## config.mk

```make
export PLATFORM = sky130hd
export DESIGN_NAME = apb_mst_arbiter
export DESIGN_NICKNAME = d
export VERILOG_FILES = /design/src/rtl/apb_arb_pkg.sv /design/src/rtl/rr_arbiter.sv /design/src/rtl/apb_mst_arbiter.sv
export SDC_FILE = /design/constraint.sdc
export NUM_CORES = 1
export LEC_CHECK = 0
export CORE_MARGIN = 2
export CORE_UTILIZATION = 42
export CTS_BUF_LIST = sky130_fd_sc_hd__clkbuf_2 sky130_fd_sc_hd__clkbuf_4 sky130_fd_sc_hd__clkbuf_8
export DETAILED_ROUTE_END_ITERATION = 10
export PLACE_DENSITY = 0.88
export SKIP_LAST_GASP = 1
export SLEW_MARGIN = 20
export SYNTH_ARGS = -nofsm -noshare
export SYNTH_HDL_FRONTEND = slang
export SYNTH_HIERARCHICAL = 1
export SYNTH_SLANG_ARGS = --single-unit
```

## constraint.sdc

```tcl
create_clock -name pclk -period 6.8 [get_ports pclk]
set_input_delay 1.36 -clock pclk [delete_from_list [all_inputs] [get_ports pclk]]
set_output_delay 1.36 -clock pclk [all_outputs]
set_load 0.03 [all_outputs]
```

## src/rtl/apb_arb_pkg.sv

```systemverilog
// Shared types for the APB master arbiter: transfer state, default bus widths,
// request record layout and the round-robin pointer step.
package apb_arb_pkg;

    localparam int ARB_ADDR_W = 24;
    localparam int ARB_DATA_W = 32;

    typedef enum logic [1:0] {
        IDLE   = 2'd0,
        SETUP  = 2'd1,
        ACCESS = 2'd2,
        RESP   = 2'd3
    } arb_state_t;

    typedef struct packed {
        logic [2:0]              prot;
        logic [ARB_ADDR_W-1:0]   addr;
        logic                    write;
        logic [ARB_DATA_W-1:0]   wdata;
        logic [ARB_DATA_W/8-1:0] strb;
    } apb_req_t;

    // Master served last becomes lowest priority next round.
    function automatic int rr_next(input int g, input int n);
        return (g + 1) % n;
    endfunction

endpackage

```

## src/rtl/rr_arbiter.sv

```systemverilog
// Combinational round-robin picker: the first requester at or after i_ptr wins.
// The pointer register lives in the parent.
module rr_arbiter #(
    parameter  int N  = 2,
    localparam int IW = (N > 1) ? $clog2(N) : 1
) (
    input  logic [N-1:0]  i_req,
    input  logic [IW-1:0] i_ptr,
    output logic [N-1:0]  o_grant,
    output logic [IW-1:0] o_idx
);

    logic [IW:0]   w_sum;
    logic [IW-1:0] w_cand;
    logic          w_found;

    // Walk the requesters starting at the pointer and wrapping modulo N.
    always_comb begin
        o_grant = '0;
        o_idx   = '0;
        w_found = 1'b0;
        w_sum   = '0;
        w_cand  = '0;
        for (int k = 0; k < N; k++) begin
            w_sum = {1'b0, i_ptr} + (IW+1)'(k);
            if (w_sum >= (IW+1)'(N)) begin
                w_sum = w_sum - (IW+1)'(N);
            end
            w_cand = w_sum[IW-1:0];
            if (!w_found && i_req[w_cand]) begin
                o_grant[w_cand] = 1'b1;
                o_idx           = w_cand;
                w_found         = 1'b1;
            end
        end
    end

endmodule

```

## src/rtl/apb_mst_arbiter.sv

```systemverilog
// Shares one downstream APB port between MST upstream masters, one transfer at a time.
// Optional downstream wait limit and sticky s_timeout flag: define APB_ARB_TIMEOUT_EN.
module apb_mst_arbiter
    import apb_arb_pkg::*;
#(
    parameter int MST     = 2,
    parameter int ADDR    = ARB_ADDR_W,
    parameter int DATA    = ARB_DATA_W,
    parameter int TIMEOUT = 256
) (
    input  logic                    pclk,
    input  logic                    preset,
    input  logic [MST-1:0]          m_psel,
    input  logic [MST-1:0]          m_penable,
    input  logic [3*MST-1:0]        m_pprot,
    input  logic [ADDR*MST-1:0]     m_paddr,
    input  logic [MST-1:0]          m_pwrite,
    input  logic [DATA*MST-1:0]     m_pwdata,
    input  logic [(DATA/8)*MST-1:0] m_pstrb,
    output logic [DATA-1:0]         m_prdata,
    output logic [MST-1:0]          m_pslverr,
    output logic [MST-1:0]          m_pready,
    output logic                    s_psel,
    output logic                    s_penable,
    output logic                    s_pwrite,
    output logic [2:0]              s_pprot,
    output logic [ADDR-1:0]         s_paddr,
    output logic [DATA-1:0]         s_pwdata,
    output logic [DATA/8-1:0]       s_pstrb,
    input  logic [DATA-1:0]         s_prdata,
    input  logic                    s_pslverr,
    input  logic                    s_pready
`ifdef APB_ARB_TIMEOUT_EN
    ,
    output logic                    s_timeout
`endif
);

    localparam int IW = (MST > 1) ? $clog2(MST) : 1;
    localparam int SW = DATA / 8;

    arb_state_t       r_state;
    logic [IW-1:0]    r_ptr;
    logic [IW-1:0]    r_gntIdx;
    logic             r_sPsel;
    logic             r_sPenable;
    logic             r_sPwrite;
    logic [2:0]       r_sPprot;
    logic [ADDR-1:0]  r_sPaddr;
    logic [DATA-1:0]  r_sPwdata;
    logic [SW-1:0]    r_sPstrb;
    logic [DATA-1:0]  r_mPrdata;
    logic [MST-1:0]   r_mPready;
    logic [MST-1:0]   r_mPslverr;

    logic [MST-1:0]   w_req;
    logic [MST-1:0]   w_grant;
    logic [IW-1:0]    w_idx;
    logic [2:0]       w_selProt;
    logic [ADDR-1:0]  w_selAddr;
    logic             w_selWrite;
    logic [DATA-1:0]  w_selWdata;
    logic [SW-1:0]    w_selStrb;

`ifdef APB_ARB_TIMEOUT_EN
    localparam int CW = (TIMEOUT > 1) ? $clog2(TIMEOUT) : 1;
    logic [CW-1:0]    r_tmoCnt;
    logic             r_timeout;
`endif

    // Only the upstream ACCESS phase counts as a request.
    assign w_req = m_psel & m_penable;

    rr_arbiter #(.N(MST)) u_rrArbiter (
        .i_req   (w_req),
        .i_ptr   (r_ptr),
        .o_grant (w_grant),
        .o_idx   (w_idx)
    );

    always_comb begin
        w_selProt  = '0;
        w_selAddr  = '0;
        w_selWrite = 1'b0;
        w_selWdata = '0;
        w_selStrb  = '0;
        for (int i = 0; i < MST; i++) begin
            if (w_grant[i]) begin
                w_selProt  = m_pprot[3*i +: 3];
                w_selAddr  = m_paddr[ADDR*i +: ADDR];
                w_selWrite = m_pwrite[i];
                w_selWdata = m_pwdata[DATA*i +: DATA];
                w_selStrb  = m_pstrb[SW*i +: SW];
            end
        end
    end

    // A master that dropped psel mid-transfer still has its transfer finished
    // downstream, but its response strobes are suppressed.
    always_ff @(posedge pclk or posedge preset) begin
        if (preset) begin
            r_state    <= IDLE;
            r_ptr      <= '0;
            r_gntIdx   <= '0;
            r_sPsel    <= 1'b0;
            r_sPenable <= 1'b0;
            r_sPwrite  <= 1'b0;
            r_sPprot   <= '0;
            r_sPaddr   <= '0;
            r_sPwdata  <= '0;
            r_sPstrb   <= '0;
            r_mPrdata  <= '0;
            r_mPready  <= '0;
            r_mPslverr <= '0;
`ifdef APB_ARB_TIMEOUT_EN
            r_tmoCnt   <= '0;
            r_timeout  <= 1'b0;
`endif
        end else begin
            r_mPready  <= '0;
            r_mPslverr <= '0;
            case (r_state)
                IDLE: begin
                    if (|w_req) begin
                        r_gntIdx  <= w_idx;
                        r_sPprot  <= w_selProt;
                        r_sPaddr  <= w_selAddr;
                        r_sPwrite <= w_selWrite;
                        r_sPwdata <= w_selWdata;
                        r_sPstrb  <= w_selStrb;
                        r_sPsel   <= 1'b1;
                        r_state   <= SETUP;
                    end
                end
                SETUP: begin
                    r_sPenable <= 1'b1;
                    r_state    <= ACCESS;
`ifdef APB_ARB_TIMEOUT_EN
                    r_tmoCnt   <= '0;
`endif
                end
                ACCESS: begin
                    if (s_pready) begin
                        r_mPrdata            <= s_prdata;
                        r_mPready[r_gntIdx]  <= m_psel[r_gntIdx];
                        r_mPslverr[r_gntIdx] <= m_psel[r_gntIdx] & s_pslverr;
                        r_sPsel              <= 1'b0;
                        r_sPenable           <= 1'b0;
                        r_state              <= RESP;
`ifdef APB_ARB_TIMEOUT_EN
                        r_timeout            <= 1'b0;
                    end else if (r_tmoCnt == CW'(TIMEOUT - 1)) begin
                        r_mPrdata            <= '0;
                        r_mPready[r_gntIdx]  <= m_psel[r_gntIdx];
                        r_mPslverr[r_gntIdx] <= m_psel[r_gntIdx];
                        r_sPsel              <= 1'b0;
                        r_sPenable           <= 1'b0;
                        r_timeout            <= 1'b1;
                        r_state              <= RESP;
                    end else begin
                        r_tmoCnt             <= r_tmoCnt + 1'b1;
`endif
                    end
                end
                RESP: begin
                    r_mPrdata <= '0;
                    r_ptr     <= IW'(rr_next(int'(r_gntIdx), MST));
                    r_state   <= IDLE;
                end
                default: begin
                    r_state <= IDLE;
                end
            endcase
        end
    end

    assign m_prdata  = r_mPrdata;
    assign m_pready  = r_mPready;
    assign m_pslverr = r_mPslverr;
    assign s_psel    = r_sPsel;
    assign s_penable = r_sPenable;
    assign s_pwrite  = r_sPwrite;
    assign s_pprot   = r_sPprot;
    assign s_paddr   = r_sPaddr;
    assign s_pwdata  = r_sPwdata;
    assign s_pstrb   = r_sPstrb;
`ifdef APB_ARB_TIMEOUT_EN
    assign s_timeout = r_timeout;
`endif

endmodule

```

==> results of run 1 <==
## path summary, 6_finish.rpt
kind,from,to,cells after the start
min reg2reg,m_prdata[0]$_DFFE_PP0P_,m_prdata[0]$_DFFE_PP0P_,1
max,m_psel[1],s_pwdata[11]$_DFFE_PP0P_,8
min,m_prdata[0]$_DFFE_PP0P_,m_prdata[0]$_DFFE_PP0P_,1
min in group asynchronous,preset,m_prdata[27]$_DFFE_PP0P_,2
max reg2reg,r_ptr$_DFFE_PP0P_,s_pwdata[11]$_DFFE_PP0P_,7
max in group asynchronous,preset,s_pwdata[18]$_DFFE_PP0P_,3
## final cells by class
type | count | area share [%]
clock buffers | 11 | 1.91
flip-flops and latches | 106 | 34.9
inverters | 6 | 0.329
clock inverters | 5 | 1.65
repair buffers | 275 | 36.0
well taps | 140 | 2.30
multi-input cells | 260 | 22.9
## layout by cell type (no fill, tap or decap)
cell,Yosys,layout
a21oi_2,9,9
a31oi_1,2,2
a22o_2,0,1
nand3b_1,1,1
mux2_1,1,1
and2_4,1,1
nor2_1,3,3
nor2b_4,0,1
bufinv_16,0,4
a21boi_2,1,1
nand2_1,4,4
buf_4,0,6
ha_1,5,4
mux2i_2,0,1
and2_1,4,4
mux2i_1,2,1
inv_4,0,1
a21boi_4,0,1
a2bb2oi_1,2,2
nor2_4,0,1
dfrtp_1,106,106
o22ai_1,1,1
inv_1,6,5
mux2_2,1,1
clkbuf_8,0,10
a21oi_1,119,119
a21boi_1,2,1
a22oi_1,64,64
clkdlybuf4s50_1,0,269
clkinv_2,0,1
nor3b_1,1,1
ha_2,0,1
clkbuf_4,0,1
a22o_1,33,32
nor2b_1,3,2
## per-layer routing
layer  wire [µm]  vias to the layer above  track usage, %  share of wire [%]
met5           0                        -               0                  0
met4         258                        0            9.89                1.7
met3        1140                       23            5.08                7.6
met2        7880                      213            44.1                 53
met1        5610                     2192            29.1                 38
li1            -                     2036               -                  -
## where the power goes
part / leakage [µW] / internal (µW) / total [µW] / switching [µW]
Clock: 0.000137 / 296 / 499 / 204
Combinational: 0.00164 / 800 / 1910 / 1110
Sequential: 0.00130 / 926 / 1100 / 175
Total: 0.00307 / 2020 / 3510 / 1490
## metrics by stage
step | total power (µW) | hold slack (ps)
floorplan | 2200 | 456
global placement | 2970 | 488
detailed placement | 3020 | 490
CTS | 3530 | 517
global route | 3700 | 531
finish | 3510 | 515
## sequential cells by signal, summed over array words and instances, names as in the netlist
register	cells
r_state	2
s_penable	1
s_pwdata	32
s_pprot	3
s_pwrite	1
r_ptr	1
m_pslverr	2
m_pready	2
m_prdata	32
s_pstrb	4
s_psel	1
r_gntIdx	1
s_paddr	24
## kinds of logic after synthesis
group	Yosys count
fa+ha+maj	5
compound gates	233
simple gates	18
mux	4
flops	106
buf+inv	47
==> qor.yml, run 1 <==
status: "finished clean"
syn_inst: 413
final_cells: 803
antenna_found_initial: 0
dieArea_mm2: 0.0118
drt_first_pass_iters: 5
viasPerCell: 5.56
finalSetupViolCount: 0
postCtsSetupRepairBufs: 0
ios: 270
synth_mux_area_share_pct: 0.922
pre_cts_ws_ps: 2810
cp.required_ps: 7000
clk_pin_slew_ps: 100
n_fill_cell: 783
placed_cells: 787
cap_violations: 0
synth_compound_area_share_pct: 32.6
synth.top_cell.area_share_pct: 57.5
num_rows: 38
fp.dieH_um: 109
cp_top_family: "buffers and inverters"
crit_type: "input port to flop"
io_buffers: 269
syn-mean-instance-area_um2: 11.2
grt-ovfl-total: 0
yosysSeqAreaShare_pct: 57.5
hold_viol: 0
slew_viol_final: 0
skew_ps: 9.09
yosys-top-cells-count: "119 x a21oi_1, 106 x dfrtp_1, 64 x a22oi_1"
synth_top_cell_by_area: "dfrtp_1"
crit_arrival_ps: 3880
crit_top_cell: "buf_4"
hold_buffers: 0
ys_warn_count: 6
grt_use_total_pct: 24.7
place_congestion: 0.799
tns_ps: 0
syn_nets: 586
start_util_pct: 42.8
die_w_um: 109
ys.flop_type: "dfrtp_1"
first_iter_violations: 296
diodes: 0
peakVddDrop_v: 0.000262
synthArstFlopShare_pct: 100
cts_tree: "built"
tightestPinTransition_ps: 844
syn_area_mm2: 0.00462
synthSimpleGateAreaFrac_pct: 2.17
layout.area.seq_mm2: 0.00265
p_per_area_mw_per_mm2: 462
cts_max_level: 3
insertion_delay_ps: 350
drc: 0
wl_um: 14900
fin_nets: 831
post_dp_cell_area_mm2: 0.00733
crit_path_top_delay_cell: "buf_4"
drive_gt1_share_pct: 6.18
hold_class: "flop to flop"
clock-sinks: 106
clock-root-buffer: "clkbuf_8"
fin_util_pct: 70.4
synth_most_common_cell: "a21oi_1"
relSlewSlack_pct: 43.7
grt_pass1_wl_um: 22600
finalInstanceArea_mm2: 0.00760
synth.area.top_cells: "dfrtp_1 57%, a21oi_1 13%, a22oi_1 10%"
grt_setup_unrepaired: "false"
multi_input_area_mm2: 0.00174
synthAdderAreaFrac_pct: 1.36
synth_edf_count: 0
layout_min_cycle_time_ps: 3680
start_kind: "input port"
worst-path-max-fanout: 66
yosys.cell_types.count: 27
worst-path-buf-inv: 3
num_vias: 4464
grt_start_max_net_pins: 68
r2r_slack_ps: 4370
cts_buffers: 9
wl_per_cell_um: 18.5
grt_pass1_vias: 4500
dp_hpwl_um: 10600
fmax_mhz: 272
max_stage_delay_ps: 540
cp-end-kind: "flop"
synth_seq_cells: 106
period_share_pct: 54.0
p_leak_uw: 0.00307
core_mm2: 0.0108
synth_xor_area_share_pct: 0
setup_ws_ps: 3120
ant_nets: 0
area_delta_synth_final_pct: 64.7
crit_chain: "clkdlybuf4s50_1, and2_1, a21boi_4, buf_4, nor2b_4, buf_4, a22oi_1, a21oi_1"
post_cts_resize_count: 0
clockBufferDepth: 2
synth_top_family_by_area: "compound AO/OA/AOI/OAI gates"
No activity file was read; power rests on OpenSTA's default activity.
==> run 2, diff against run 1 <==
--- a/config.mk
+++ b/config.mk
@@ -6,10 +6,10 @@
 export NUM_CORES = 1
 export LEC_CHECK = 0
 export CORE_MARGIN = 2
-export CORE_UTILIZATION = 42
+export CORE_UTILIZATION = 39
 export CTS_BUF_LIST = sky130_fd_sc_hd__clkbuf_2 sky130_fd_sc_hd__clkbuf_4 sky130_fd_sc_hd__clkbuf_8
 export DETAILED_ROUTE_END_ITERATION = 10
-export PLACE_DENSITY = 0.88
+export PLACE_DENSITY = 0.83
 export SKIP_LAST_GASP = 1
 export SLEW_MARGIN = 20
 export SYNTH_ARGS = -nofsm -noshare
==> constraint.sdc (replaced) <==
create_clock -name pclk -period 3.57 [get_ports pclk]
set_input_delay 0.714 -clock pclk [delete_from_list [all_inputs] [get_ports pclk]]
set_output_delay 0.714 -clock pclk [all_outputs]
set_load 0.03 [all_outputs]
==> run 2 against run 1 <==
Clock-buffer cell count fell by 1. Non-clock buffer count up 5. Combinational power rose by 91%. Sequential share of layout area increased by 0.086 points. Clock skew increased by 6.8 ps. Worst hold slack gained 1.2 ps. Global-route usage decreased by 2.3 points. Worst setup slack got worse by 1800 ps.
==> qor.yml, run 2 (synthesized netlist as in run 1, its figures left out) <==
status: "finished clean"
clock-root-buffer: "clkbuf_8"
grt.busiest_layer: "met2"
num_vias: 4443
rr_startpoint: "r_state[0]$_DFFE_PP0P_"
crit_chain: "clkdlybuf4s50_1, and2_1, a21boi_2, nor2b_4, buf_4, a22oi_1, a21oi_1"
ant_nets: 0
cp_top_family: "buffers and inverters"
max_stage_delay_ps: 510
worst-path-buf-inv: 2
worst-path-max-fanout: 40
drive_gt1_share_pct: 6.89
wl_per_cell_um: 18.4
totalPowerFinal_uw: 6500
layout.area.seq_mm2: 0.00265
ios: 270
clock-sinks: 106
grt-ovfl-total: 0
dp_hpwl_um: 10700
clockBufferDepth: 2
period_share_pct: 64.0
postCtsSetupRepairBufs: 0
hold_buffers: 0
die_w_um: 113
drt_first_pass_iters: 4
post_dp_cell_area_mm2: 0.00738
hold_viol: 0
num_rows: 39
cp.required_ps: 3860
grt_setup_unrepaired: "false"
post_cts_resize_count: 0
antenna_found_initial: 0
diodes: 0
hold_ws_ps: 516
cts_buffers: 9
tightestPinTransition_ps: 766
io_buffers: 269
crit_arrival_ps: 2570
place_congestion: 0.804
met1_usage_pct: 27.7
dieArea_mm2: 0.0127
viasPerCell: 5.48
wl_um: 14900
grt_start_max_net_pins: 68
multi_input_area_mm2: 0.00174
layout_min_cycle_time_ps: 2280
critPathLaunch: "m_psel[0]"
min_from: "m_prdata[12]$_DFFE_PP0P_"
fp.dieH_um: 113
crit_type: "input port to flop"
cap_violations: 0
finalInstanceArea_mm2: 0.00758
relSlewSlack_pct: 49.0
finalSetupViolCount: 0
start_util_pct: 40.3
p_per_area_mw_per_mm2: 857
area_delta_synth_final_pct: 64.3
insertion_delay_ps: 360
hold_class: "flop to flop"
peakVddDrop_v: 0.000478
start_kind: "input port"
mostFrequentLayoutCells: "269 x clkdlybuf4s50_1, 119 x a21oi_1, 106 x dfrtp_1"
crit_path_top_delay_cell: "clkdlybuf4s50_1"
fmax_mhz: 438
cts_max_level: 3
n_fill_cell: 885
drc: 0
grt_pass1_vias: 4447
slew_viol_final: 0
grt_pass1_wl_um: 22900
final_common_cell: "clkdlybuf4s50_1"
p_leak_uw: 0.00307
grtUsageMet3_pct: 5.09
core_mm2: 0.0115
cts_tree: "built"
skew_ps: 15.9
tns_ps: 0
grt_use_total_pct: 22.4
cp-end-kind: "flop"
use_met2_pct: 38.9
first_iter_violations: 256
fin_nets: 836
clk_pin_slew_ps: 100
-- run 2: layout make-up --
type	count	area share (%)
repair buffers	280	36.8
flip-flops and latches	106	35.0
multi-input cells	260	22.9
well taps	143	2.36
clock buffers	10	1.81
clock inverters	6	0.858
inverters	6	0.330
-- run 2: path summary, 6_finish.rpt --
check / endpoint / slack (ps) / cells past startpoint
worst min register to register: m_prdata[12]$_DFFE_PP0P_ / 520 / 1
worst min-delay path: m_prdata[12]$_DFFE_PP0P_ / 520 / 1
min in group asynchronous: m_prdata[0]$_DFFE_PP0P_ / 840 / 2
worst max-delay path: s_pwdata[30]$_DFFE_PP0P_ / 1290 / 7
max in group asynchronous: m_prdata[13]$_DFFE_PP0P_ / 1930 / 3
worst max register to register: r_state[1]$_DFFE_PP0P_ / 1550 / 5
-- run 2: metrics by stage --
stage / utilization [%] / setup WS, ps / instances
floorplan: - / 67.1 / 413
global placement: 64.4 / 1020 / 795
detailed placement: 64.4 / 930 / 795
CTS: 66.1 / 1310 / 811
global route: 66.1 / 1170 / 811
finish: 66.1 / 1290 / 811
-- run 2: report_power, final --
part / internal (µW) / leakage, µW / switching (µW)
clock network: 345 / 0.000103 / 416
registers: 1760 / 0.00130 / 325
logic: 1530 / 0.00167 / 2120
total: 3640 / 0.00307 / 2860
-- run 2: per-layer routing --
layer  up-vias  wire length [µm]
met2       181              7660
met5         -                 0
met4         0               345
met3        28               935
li1       2050                 -
met1      2184              5940
